**src/rtl/dac_cmd_sequencer_if.sv**
```systemverilog
// rtl/dac_cmd_sequencer_if.sv - UART byte streams and DAC control bundle for the command sequencer
interface dac_cmd_sequencer_if;
    logic [7:0] rx_data;
    logic       rx_valid;
    logic       tx_busy;
    logic [7:0] tx_data;
    logic       tx_send;
    logic [1:0] dac_control;
    logic [7:0] dac_freq;
    logic       rx_drop;

    // Sequencer side: consumes Rx bytes and Tx busy, drives replies and DAC words.
    modport slave (
        input  rx_data,
        input  rx_valid,
        input  tx_busy,
        output tx_data,
        output tx_send,
        output dac_control,
        output dac_freq,
        output rx_drop
    );

    // Surrounding side: UART receiver/transmitter and DAC engine.
    modport master (
        output rx_data,
        output rx_valid,
        output tx_busy,
        input  tx_data,
        input  tx_send,
        input  dac_control,
        input  dac_freq,
        input  rx_drop
    );
endinterface

```
**src/rtl/dac_cmd_sequencer.sv**
```systemverilog
// rtl/dac_cmd_sequencer.sv - ASCII command parser driving DAC control/frequency with one-byte UART replies
module dac_cmd_sequencer #(
    parameter logic [7:0] FREQ_DEFAULT  = 8'd108,
    parameter int         FREQ_MIN      = 1,
    parameter int         DIGIT_TIMEOUT = 1000000
) (
    input  logic                 clk,
    input  logic                 reset,
    dac_cmd_sequencer_if.slave   bus
);

    localparam int            TW         = $clog2(DIGIT_TIMEOUT + 1);
    localparam logic [TW-1:0] TIMER_LAST = TW'(DIGIT_TIMEOUT - 1);
    localparam logic [9:0]    FREQ_LOW   = 10'(FREQ_MIN);

    localparam logic [7:0] CH_K  = 8'h4B;
    localparam logic [7:0] CH_E  = 8'h45;
    localparam logic [7:0] CH_CR = 8'h0D;
    localparam logic [7:0] CH_LF = 8'h0A;

    typedef enum logic [1:0] {
        ST_IDLE,
        ST_FREQ,
        ST_SEND,
        ST_WAIT
    } state_t;

    state_t        state, state_n;
    logic [1:0]    control, control_n;
    logic [7:0]    freq, freq_n;
    logic [7:0]    tx_data, tx_data_n;
    logic          tx_send, tx_send_n;
    logic          rx_drop, rx_drop_n;
    logic [9:0]    acc, acc_n;
    logic [1:0]    cnt, cnt_n;
    logic [TW-1:0] timer, timer_n;
    logic [1:0]    wait_cnt, wait_cnt_n;

    logic          do_reply;
    logic [7:0]    reply_byte;
    logic          is_digit;
    logic [9:0]    acc_mul;

    // acc is at most 99 when a new digit is accepted, so acc*10+digit stays below 1000.
    assign acc_mul  = {acc[6:0], 3'b000} + {acc[8:0], 1'b0} + {6'd0, bus.rx_data[3:0]};
    assign is_digit = (bus.rx_data >= 8'h30) && (bus.rx_data <= 8'h39);

    // Next-state and output logic for command parsing and reply handshaking.
    always_comb begin
        state_n    = state;
        control_n  = control;
        freq_n     = freq;
        tx_data_n  = tx_data;
        tx_send_n  = 1'b0;
        rx_drop_n  = rx_drop;
        acc_n      = acc;
        cnt_n      = cnt;
        timer_n    = timer;
        wait_cnt_n = wait_cnt;
        do_reply   = 1'b0;
        reply_byte = CH_E;

        case (state)
            ST_IDLE: begin
                if (bus.rx_valid) begin
                    case (bus.rx_data)
                        8'h73: begin
                            control_n = 2'b01;
                            do_reply  = 1'b1;
                            reply_byte = CH_K;
                        end
                        8'h70: begin
                            do_reply = 1'b1;
                            if (control == 2'b01) begin
                                control_n  = 2'b10;
                                reply_byte = CH_K;
                            end
                        end
                        8'h78: begin
                            control_n  = 2'b00;
                            do_reply   = 1'b1;
                            reply_byte = CH_K;
                        end
                        8'h3F: begin
                            do_reply   = 1'b1;
                            reply_byte = {6'b001100, control};
                        end
                        8'h66: begin
                            acc_n   = '0;
                            cnt_n   = '0;
                            timer_n = '0;
                            state_n = ST_FREQ;
                        end
                        CH_CR, CH_LF: begin
                        end
                        default: begin
                            do_reply = 1'b1;
                        end
                    endcase
                end
            end

            ST_FREQ: begin
                if (bus.rx_valid) begin
                    timer_n = '0;
                    if (is_digit) begin
                        if (cnt == 2'd3) begin
                            do_reply = 1'b1;
                        end else begin
                            acc_n = acc_mul;
                            cnt_n = cnt + 2'd1;
                        end
                    end else if (bus.rx_data == CH_CR || bus.rx_data == CH_LF) begin
                        do_reply = 1'b1;
                        if (cnt != 2'd0 && acc <= 10'd255 && acc >= FREQ_LOW) begin
                            freq_n     = acc[7:0];
                            reply_byte = CH_K;
                        end
                    end else begin
                        do_reply = 1'b1;
                    end
                end else if (timer == TIMER_LAST) begin
                    do_reply = 1'b1;
                end else begin
                    timer_n = timer + 1'b1;
                end
            end

            ST_SEND: begin
                if (bus.rx_valid) begin
                    rx_drop_n = 1'b1;
                end
                if (!bus.tx_busy) begin
                    tx_send_n  = 1'b1;
                    wait_cnt_n = '0;
                    state_n    = ST_WAIT;
                end
            end

            ST_WAIT: begin
                if (bus.rx_valid) begin
                    rx_drop_n = 1'b1;
                end
                if (bus.tx_busy || wait_cnt == 2'd3) begin
                    state_n = ST_IDLE;
                end else begin
                    wait_cnt_n = wait_cnt + 2'd1;
                end
            end

            default: begin
                state_n = ST_IDLE;
            end
        endcase

        if (do_reply) begin
            tx_data_n = reply_byte;
            state_n   = ST_SEND;
        end
    end

    // State and datapath registers with synchronous active-high reset.
    always_ff @(posedge clk) begin
        if (reset) begin
            state    <= ST_IDLE;
            control  <= 2'b00;
            freq     <= FREQ_DEFAULT;
            tx_data  <= 8'h00;
            tx_send  <= 1'b0;
            rx_drop  <= 1'b0;
            acc      <= '0;
            cnt      <= '0;
            timer    <= '0;
            wait_cnt <= '0;
        end else begin
            state    <= state_n;
            control  <= control_n;
            freq     <= freq_n;
            tx_data  <= tx_data_n;
            tx_send  <= tx_send_n;
            rx_drop  <= rx_drop_n;
            acc      <= acc_n;
            cnt      <= cnt_n;
            timer    <= timer_n;
            wait_cnt <= wait_cnt_n;
        end
    end

    assign bus.tx_data     = tx_data;
    assign bus.tx_send     = tx_send;
    assign bus.dac_control = control;
    assign bus.dac_freq    = freq;
    assign bus.rx_drop     = rx_drop;

endmodule
```
**src/flat_wrapper.sv**
```systemverilog
// flat-port wrapper written by rule: the top's interface ports become plain ports
module dac_cmd_sequencer_flat 
#(
    parameter logic [7:0] FREQ_DEFAULT  = 8'd108,
    parameter int         FREQ_MIN      = 1,
    parameter int         DIGIT_TIMEOUT = 1000000
)
  (clk, reset, bus_rx_data, bus_rx_valid, bus_tx_busy, bus_tx_data, bus_tx_send, bus_dac_control, bus_dac_freq, bus_rx_drop);
  dac_cmd_sequencer_if bus_i ();
  input  logic clk;
  input  logic reset;
  input wire logic [$bits(bus_i.rx_data)-1:0] bus_rx_data;
  input wire logic [$bits(bus_i.rx_valid)-1:0] bus_rx_valid;
  input wire logic [$bits(bus_i.tx_busy)-1:0] bus_tx_busy;
  output wire logic [$bits(bus_i.tx_data)-1:0] bus_tx_data;
  output wire logic [$bits(bus_i.tx_send)-1:0] bus_tx_send;
  output wire logic [$bits(bus_i.dac_control)-1:0] bus_dac_control;
  output wire logic [$bits(bus_i.dac_freq)-1:0] bus_dac_freq;
  output wire logic [$bits(bus_i.rx_drop)-1:0] bus_rx_drop;
  assign bus_i.rx_data = bus_rx_data;
  assign bus_i.rx_valid = bus_rx_valid;
  assign bus_i.tx_busy = bus_tx_busy;
  assign bus_tx_data = bus_i.tx_data;
  assign bus_tx_send = bus_i.tx_send;
  assign bus_dac_control = bus_i.dac_control;
  assign bus_dac_freq = bus_i.dac_freq;
  assign bus_rx_drop = bus_i.rx_drop;
  dac_cmd_sequencer #(.FREQ_DEFAULT(FREQ_DEFAULT), .FREQ_MIN(FREQ_MIN), .DIGIT_TIMEOUT(DIGIT_TIMEOUT)) u_core (.clk(clk), .reset(reset), .bus(bus_i));
endmodule
```
**config.mk**
```make
export PLATFORM = sky130hd
export DESIGN_NAME = dac_cmd_sequencer_flat
export DESIGN_NICKNAME = d
export VERILOG_FILES = /design/src/rtl/dac_cmd_sequencer_if.sv /design/src/rtl/dac_cmd_sequencer.sv /design/src/flat_wrapper.sv
export SDC_FILE = /design/constraint.sdc
export NUM_CORES = 1
export LEC_CHECK = 0
export CAP_MARGIN = 5
export CORE_ASPECT_RATIO = 1.75
export CORE_MARGIN = 5
export CORE_UTILIZATION = 60
export DETAILED_ROUTE_END_ITERATION = 6
export PLACE_DENSITY_LB_ADDON = 0.08
export SETUP_SLACK_MARGIN = 0.2
export SYNTH_ARGS = -nofsm -noshare
export SYNTH_HDL_FRONTEND = slang
export SYNTH_SLANG_ARGS = --single-unit
```
**constraint.sdc**
```tcl
create_clock -name clk -period 5.5 [get_ports clk]
set_clock_uncertainty 0.05 [all_clocks]
set_input_delay 1.375 -clock clk [delete_from_list [all_inputs] [get_ports clk]]
set_output_delay 1.375 -clock clk [all_outputs]
set_load 0.05 [all_outputs]
```
==> results.md, run 1 <==
* Post-CTS Hold Buffers at 0
* Top Usage Layer GRT: met2
* Worst r2r path cells at 8
* Layout net count at 405
* Longest Clk Path Bufs at 2
* Post CTS Setup Buffer Count at 0
* Core area at 0.005211 mm^2
* Vias post-DR at 2741
* CTS Sinks at 54
* DP Area at 0.003447 mm^2
* Congestion Overflow GR at 0
* Hold Crit Start: u_core.bus.rx_drop
* Wirelength, routed at 7.589 mm
* P&R area growth vs syn at 12.90%
* Unrepaired setup endpoints after global routing: no
* Crit path required time at 5650 ps
* Share of layout cells above drive strength 1 at 0.08043
* M2 GR Usage at 0.4484
* Crit path kind: primary input to flop
* TritonCTS Buffers at 5
* Crit start category: primary input
* Relative slew slack at 0.4178
* Distinct cell type count after synthesis at 71
* Most common cell in the netlist: dfxtp_1
* Antenna-violating nets left at 0
* Final core utilization at 0.6831
* Max VDD drop at 0.0001758 V
* Dpl hpwl at 5.805 mm
* Synth Instances at 349
* Synth Warn # at 0
* Top cell type's share of synthesized area at 0.3429
* Synth area leaders: dfxtp_1 34%, ha_1 7.1%, mux2i_1 4.8%, a21oi_1 3.5%, nand2_1 3.5%
* First-pass DRT Iterations at 5
* Root cell of the clock tree: clkbuf_8
* Achievable Freq at 260.2 MHz
* Critical Path End Type: flop
* Drt drc at 0
* Synthesized flop and latch total at 54
* Hold path cells at 2
* Diode count at 0
* Final setup fails at 0
* Post-synthesis sequential area ratio at 0.3429
* Synth area leader: dfxtp_1
* Clock latency on the worst-skew pair at 300 ps
* Async SR Flop Fraction at 0
* Final instance area at 0.003560 mm^2
* First-pass GRT wire length at 12.43 mm
* GRT met3 Usage at 0.03383
* PortBufs at 30
* Syn avg cell area at 9.034 um^2
* Crit-path max FO at 12
* Clock Pin Slew Worst Setup and Hold Paths at 90 ps
* Routability cong. at 0.8482
* DRT iter0 DRCs at 137
* Htree depth at 2
* I/O Pins at 32
* Pwr Density at 210.1 mW/mm^2
* Vias/cell at 6.404
* PnR worst setup slack at 1657 ps
* WHS at 429.1 ps
* Fin crit share at 0.6987
* Cell Area, Synth at 0.003153 mm^2
* Met1 usage at 0.2177
* Critical Path AT at 3990 ps
* Min Clock Period, post-route at 3843 ps
* Worst reg2reg startpoint: u_core.acc[2]
* Worst-margin pin slew at 865.4 ps
* CTS tree: done
* Total Neg Setup Slack at 0 ps
* Number of enable flip-flop cells after synthesis at 0
* Leak at 1.363 nW
* Max Slew Vio Count at 0
* Row count at 35
* Routed len/inst at 17.73 um
* Ys flop type: dfxtp_1
* Starting Density at 0.6050
* Hold Crit Class: flop to flop
* Die width at 64.80 um
* Syn nets at 381
* Die height at 105.9 um
* Post-Place Setup Slack at 1346 ps
* Number of gates resized after CTS at 0
* Commonest cells in the netlist: 54 x dfxtp_1, 29 x nand2_1, 25 x nor2_1, 22 x a21oi_1, 18 x ha_1
* Worst Hold Path EP: u_core.bus.rx_drop
* Status: complete, no violations
* Die area at 0.006862 mm^2
* Tot GR Track Use at 0.2266
* Worst R2R End: u_core.acc[8]
* Pin count of the biggest net entering global routing at 22
* Worst reg2reg setup slack at 3000 ps
* Initial antenna violation count at 0
* Vias in the first global route at 2751
* Final hold violations at 0
* Maxcap violations at 0
[final cells by class]
type	count	area (um^2)
Clock buffer	6	82.58
Clock inverter	1	30.03
Fill cell	431	1652
Inverter	13	48.80
Multi-Input combinational cell	268	1941
Sequential cell	54	1081
Tap cell	55	68.82
Timing Repair Buffer	31	307.8
[registers in the layout (all words and copies together), names as in the netlist]
| register | count |
|---|---|
| u_core.bus.rx_drop | 1 |
| u_core.bus.tx_send | 1 |
| u_core.bus.dac_control | 2 |
| u_core.bus.tx_data | 6 |
| u_core.state | 2 |
| u_core.wait_cnt | 2 |
| u_core.bus.dac_freq | 8 |
| u_core.cnt | 2 |
| u_core.timer | 20 |
| u_core.acc | 10 |
[critical path: stages]
cell and delay [ps]:
clkdlybuf4s50_1 630, fa_1 660, inv_1 70, fa_1 460, nor2b_1 180, o31a_1 170
o21a_1 130, o21ai_0 70, a32o_1 260
[worst max path at each step]
| stage | from | to | depth (start not counted) |
|---|---|---|---|
| floorplan | bus_rx_data[3] | u_core.acc[8] | 7 |
| global placement | bus_rx_data[3] | u_core.acc[8] | 8 |
| detailed placement | bus_rx_data[3] | u_core.acc[8] | 9 |
| CTS | bus_rx_data[3] | u_core.acc[8] | 9 |
| global route | bus_rx_data[3] | u_core.acc[8] | 9 |
| finish | bus_rx_data[3] | u_core.acc[8] | 9 |
[through the flow]
step	power, mW	instances
after floorplan	0.4590	349
after global placement	0.4826	421
after detailed placement	0.4844	421
after CTS	0.7524	428
after global routing	0.7722	428
final	0.7479	428
[report_power, final]
part	switching, mW	internal (mW)	leakage, nW
combinational	0.0475	0.0272	0.869
sequential	0.00514	0.396	0.436
clock	0.127	0.146	0.0573
total	0.179	0.569	1.36
[cell usage in the layout (no fill, tap or decap), types with 4 or more instances in the layout]
master / instances
a21oi_1: 22
o31ai_1: 5
dfxtp_1: 54
clkdlybuf4s50_1: 30
nand4_1: 4
ha_1: 18
nor3b_1: 4
clkbuf_8: 6
nand3_1: 15
nand2_1: 29
or3_1: 5
inv_1: 12
o21ai_0: 14
and3b_1: 4
and2_1: 4
nor4_1: 5
nor3_1: 4
mux2i_1: 15
xnor2_1: 5
nor2b_1: 5
or4_1: 10
a31oi_1: 4
nor2_1: 25
o211ai_1: 5
[cells by family (layout without fill, tap and decap cells)]
logic type,Yosys count,after routing,share of synthesized area
xor+xnor,7,7,0.01944
flops,54,54,0.3429
other cells,1,1,0.001189
buf+inv,27,51,0.04166
compound gates,83,83,0.1941
mux,17,17,0.05476
fa+ha+maj,20,20,0.08413
simple gates,140,140,0.2619
[per-layer routing]
metal  vias to the layer above  wire [um]
li1                       1348          -
met1                      1316       2733
met2                        53       4376
met3                        24        215
met4                         0        263
met5                         -          0
(Power assumes the default switching activity.)
==> run 2, diff against run 1 <==
--- a/config.mk
+++ b/config.mk
@@ -8,7 +8,7 @@
 export CAP_MARGIN = 5
 export CORE_ASPECT_RATIO = 1.75
 export CORE_MARGIN = 5
-export CORE_UTILIZATION = 60
+export CORE_UTILIZATION = 51
 export DETAILED_ROUTE_END_ITERATION = 6
 export PLACE_DENSITY_LB_ADDON = 0.08
 export SETUP_SLACK_MARGIN = 0.2
==> constraint.sdc (replaced) <==
create_clock -name clk -period 3.35 [get_ports clk]
set_clock_uncertainty 0.05 [all_clocks]
set_input_delay 0.8375 -clock clk [delete_from_list [all_inputs] [get_ports clk]]
set_output_delay 0.8375 -clock clk [all_outputs]
set_load 0.05 [all_outputs]
==> run 2 against run 1 <==
  * Non-clock buffer count increased by 13
  * Total power increased by 56%
  * Wire length increased by 0.82%
  * Utilization decreased by 8.4 points
  * Highest routed layer unchanged
==> results.md, run 2 (synthesized netlist as in run 1, its figures left out) <==
* Status: complete, no violations
* Most frequent cells in the layout: 54 x dfxtp_1, 30 x clkdlybuf4s50_1, 29 x nand2_1
* Crit path from: bus_rx_data[3]
* CP Capture Point: u_core.acc[8]
* Biggest register: u_core.timer
* Routed wl met3 at 199 um
* Congestion Overflow GR at 0
* Unrepaired setup endpoints after global routing: no
* CTS Sinks at 54
* Maxcap violations at 0
* Fin cells at 467
* Vias/cell at 5.884
* Worst-margin pin slew at 645.8 ps
* Core area at 0.006133 mm^2
* I/O Pins at 32
* Final hold violations at 0
* Htree depth at 2
* Share of layout cells above drive strength 1 at 0.1137
* Vias post-DR at 2748
* Crit path required time at 3530 ps
* Tot GR Track Use at 0.2045
* Dpl hpwl at 5.998 mm
* Post-CTS Hold Buffers at 0
* FILL cells at 573
* Crit path kind: primary input to flop
* Wirelength, routed at 7.651 mm
* Number of gates resized after CTS at 0
* Commonest non-fill, non-tap cell in the layout: dfxtp_1
* Hold Crit Class: flop to flop
* Crit start category: primary input
* Worst reg2reg startpoint: u_core.acc[2]
* Antenna-violating nets left at 0
* Fin crit share at 0.8932
* Final setup fails at 0
* Die area at 0.007917 mm^2
* Worst r2r path cells at 8
* Pin count of the biggest net entering global routing at 18
* CTS tree: done
* Max reg flops at 20
* Relative slew slack at 0.5694
* Root cell of the clock tree: clkbuf_8
* Final instance area at 0.003676 mm^2
* Clock Pin Slew Worst Setup and Hold Paths at 100 ps
* Critical Path AT at 3170 ps
* P&R area growth vs syn at 16.59%
* Vias in the first global route at 2784
* Critical Path End Type: flop
* Met1 wire length at 2.840 mm
* TritonCTS Buffers at 5
* Routed len/inst at 16.38 um
* Total Neg Setup Slack at 0 ps
* Routability cong. at 0.8388
* Leak at 1.424 nW
* Met2 wire length at 4.358 mm
* Hold Crit Start: u_core.wait_cnt[1]
* Post CTS Setup Buffer Count at 0
* Initial antenna violation count at 0
* Diode count at 0
* Min Clock Period, post-route at 2992 ps
* Die width at 69.44 um
* Max VDD drop at 0.0002949 V
* Longest Clk Path Bufs at 2
* Clock latency on the worst-skew pair at 320 ps
* PortBufs at 30
* Final core utilization at 0.5993
* Max Slew Vio Count at 0
* Pwr Density at 317.6 mW/mm^2
* DP Area at 0.003588 mm^2
* Starting Density at 0.5141
* Row count at 38
* Drt drc at 0
* First-pass DRT Iterations at 4
* Placed cell count at 459
* Die height at 114.0 um
* Achievable Freq at 334.2 MHz
* Highest metal used: met4
* DRT iter0 DRCs at 116
* Crit-path max FO at 3
* Multi-input logic area at 0.001941 mm^2
* First-pass GRT wire length at 12.94 mm
* Worst reg2reg setup slack at 860 ps
* Worst R2R End: u_core.acc[8]
* FF/Latch Area at 0.001081 mm^2
* Layout net count at 418
run 2: changes by cell type in the layout (fill, tap and decap cells not counted):
cell       before  now
bufinv_16       1    0
buf_12          0    1
clkinv_2        0    2
inv_6           0    1
clkbuf_8        6    5
buf_4           1   13
run 2: layout make-up:
| class | count | share of cell area |
|---|---|---|
| multi-input combinational | 268 | 0.5279 |
| sequential | 54 | 0.2941 |
| timing repair buffer | 44 | 0.1137 |
| tap | 80 | 0.02723 |
| clock buffer | 5 | 0.01872 |
| inverter | 13 | 0.01327 |
| clock inverter | 3 | 0.005106 |
run 2: critical path: stages:
cell	delay [ps]
clkdlybuf4s50_1	460
fa_1	510
inv_1	100
fa_1	220
nor2b_1	70
o31a_1	260
o21a_1	180
or3_1	300
a32o_1	240
run 2: worst min path at each step:
stage	to	slack (ps)	cells past startpoint
floorplan	u_core.wait_cnt[1]	390	2
global route	u_core.wait_cnt[1]	450	2
detailed placement	u_core.wait_cnt[1]	410	2
global placement	u_core.wait_cnt[1]	390	2
finish	u_core.wait_cnt[1]	420	2
CTS	u_core.wait_cnt[1]	420	2
run 2: routing by layer:
metal / vias to the layer above / track usage
met5: - / 0
met4: 0 / 0.1082
met2: 50 / 0.4005
li1: 1371 / -
met3: 18 / 0.03351
met1: 1309 / 0.1999
run 2: per-stage QoR:
| step | hold WS [ps] | total power, mW | worst slack, ps |
|---|---|---|---|
| floorplan | 385.6 | 0.7536 | 574.5 |
| global placement | 393.7 | 0.8059 | 50.70 |
| detailed placement | 406.3 | 0.8073 | 10.21 |
| CTS | 420.3 | 1.182 | 365.1 |
| global route | 450.3 | 1.220 | 235.2 |
| finish | 419.5 | 1.168 | 357.8 |
run 2: power by group:
group | internal [mW] | switching, mW | total [mW]
combinational | 0.0542 | 0.0799 | 0.134
sequential | 0.649 | 0.00829 | 0.658
clock | 0.148 | 0.228 | 0.376
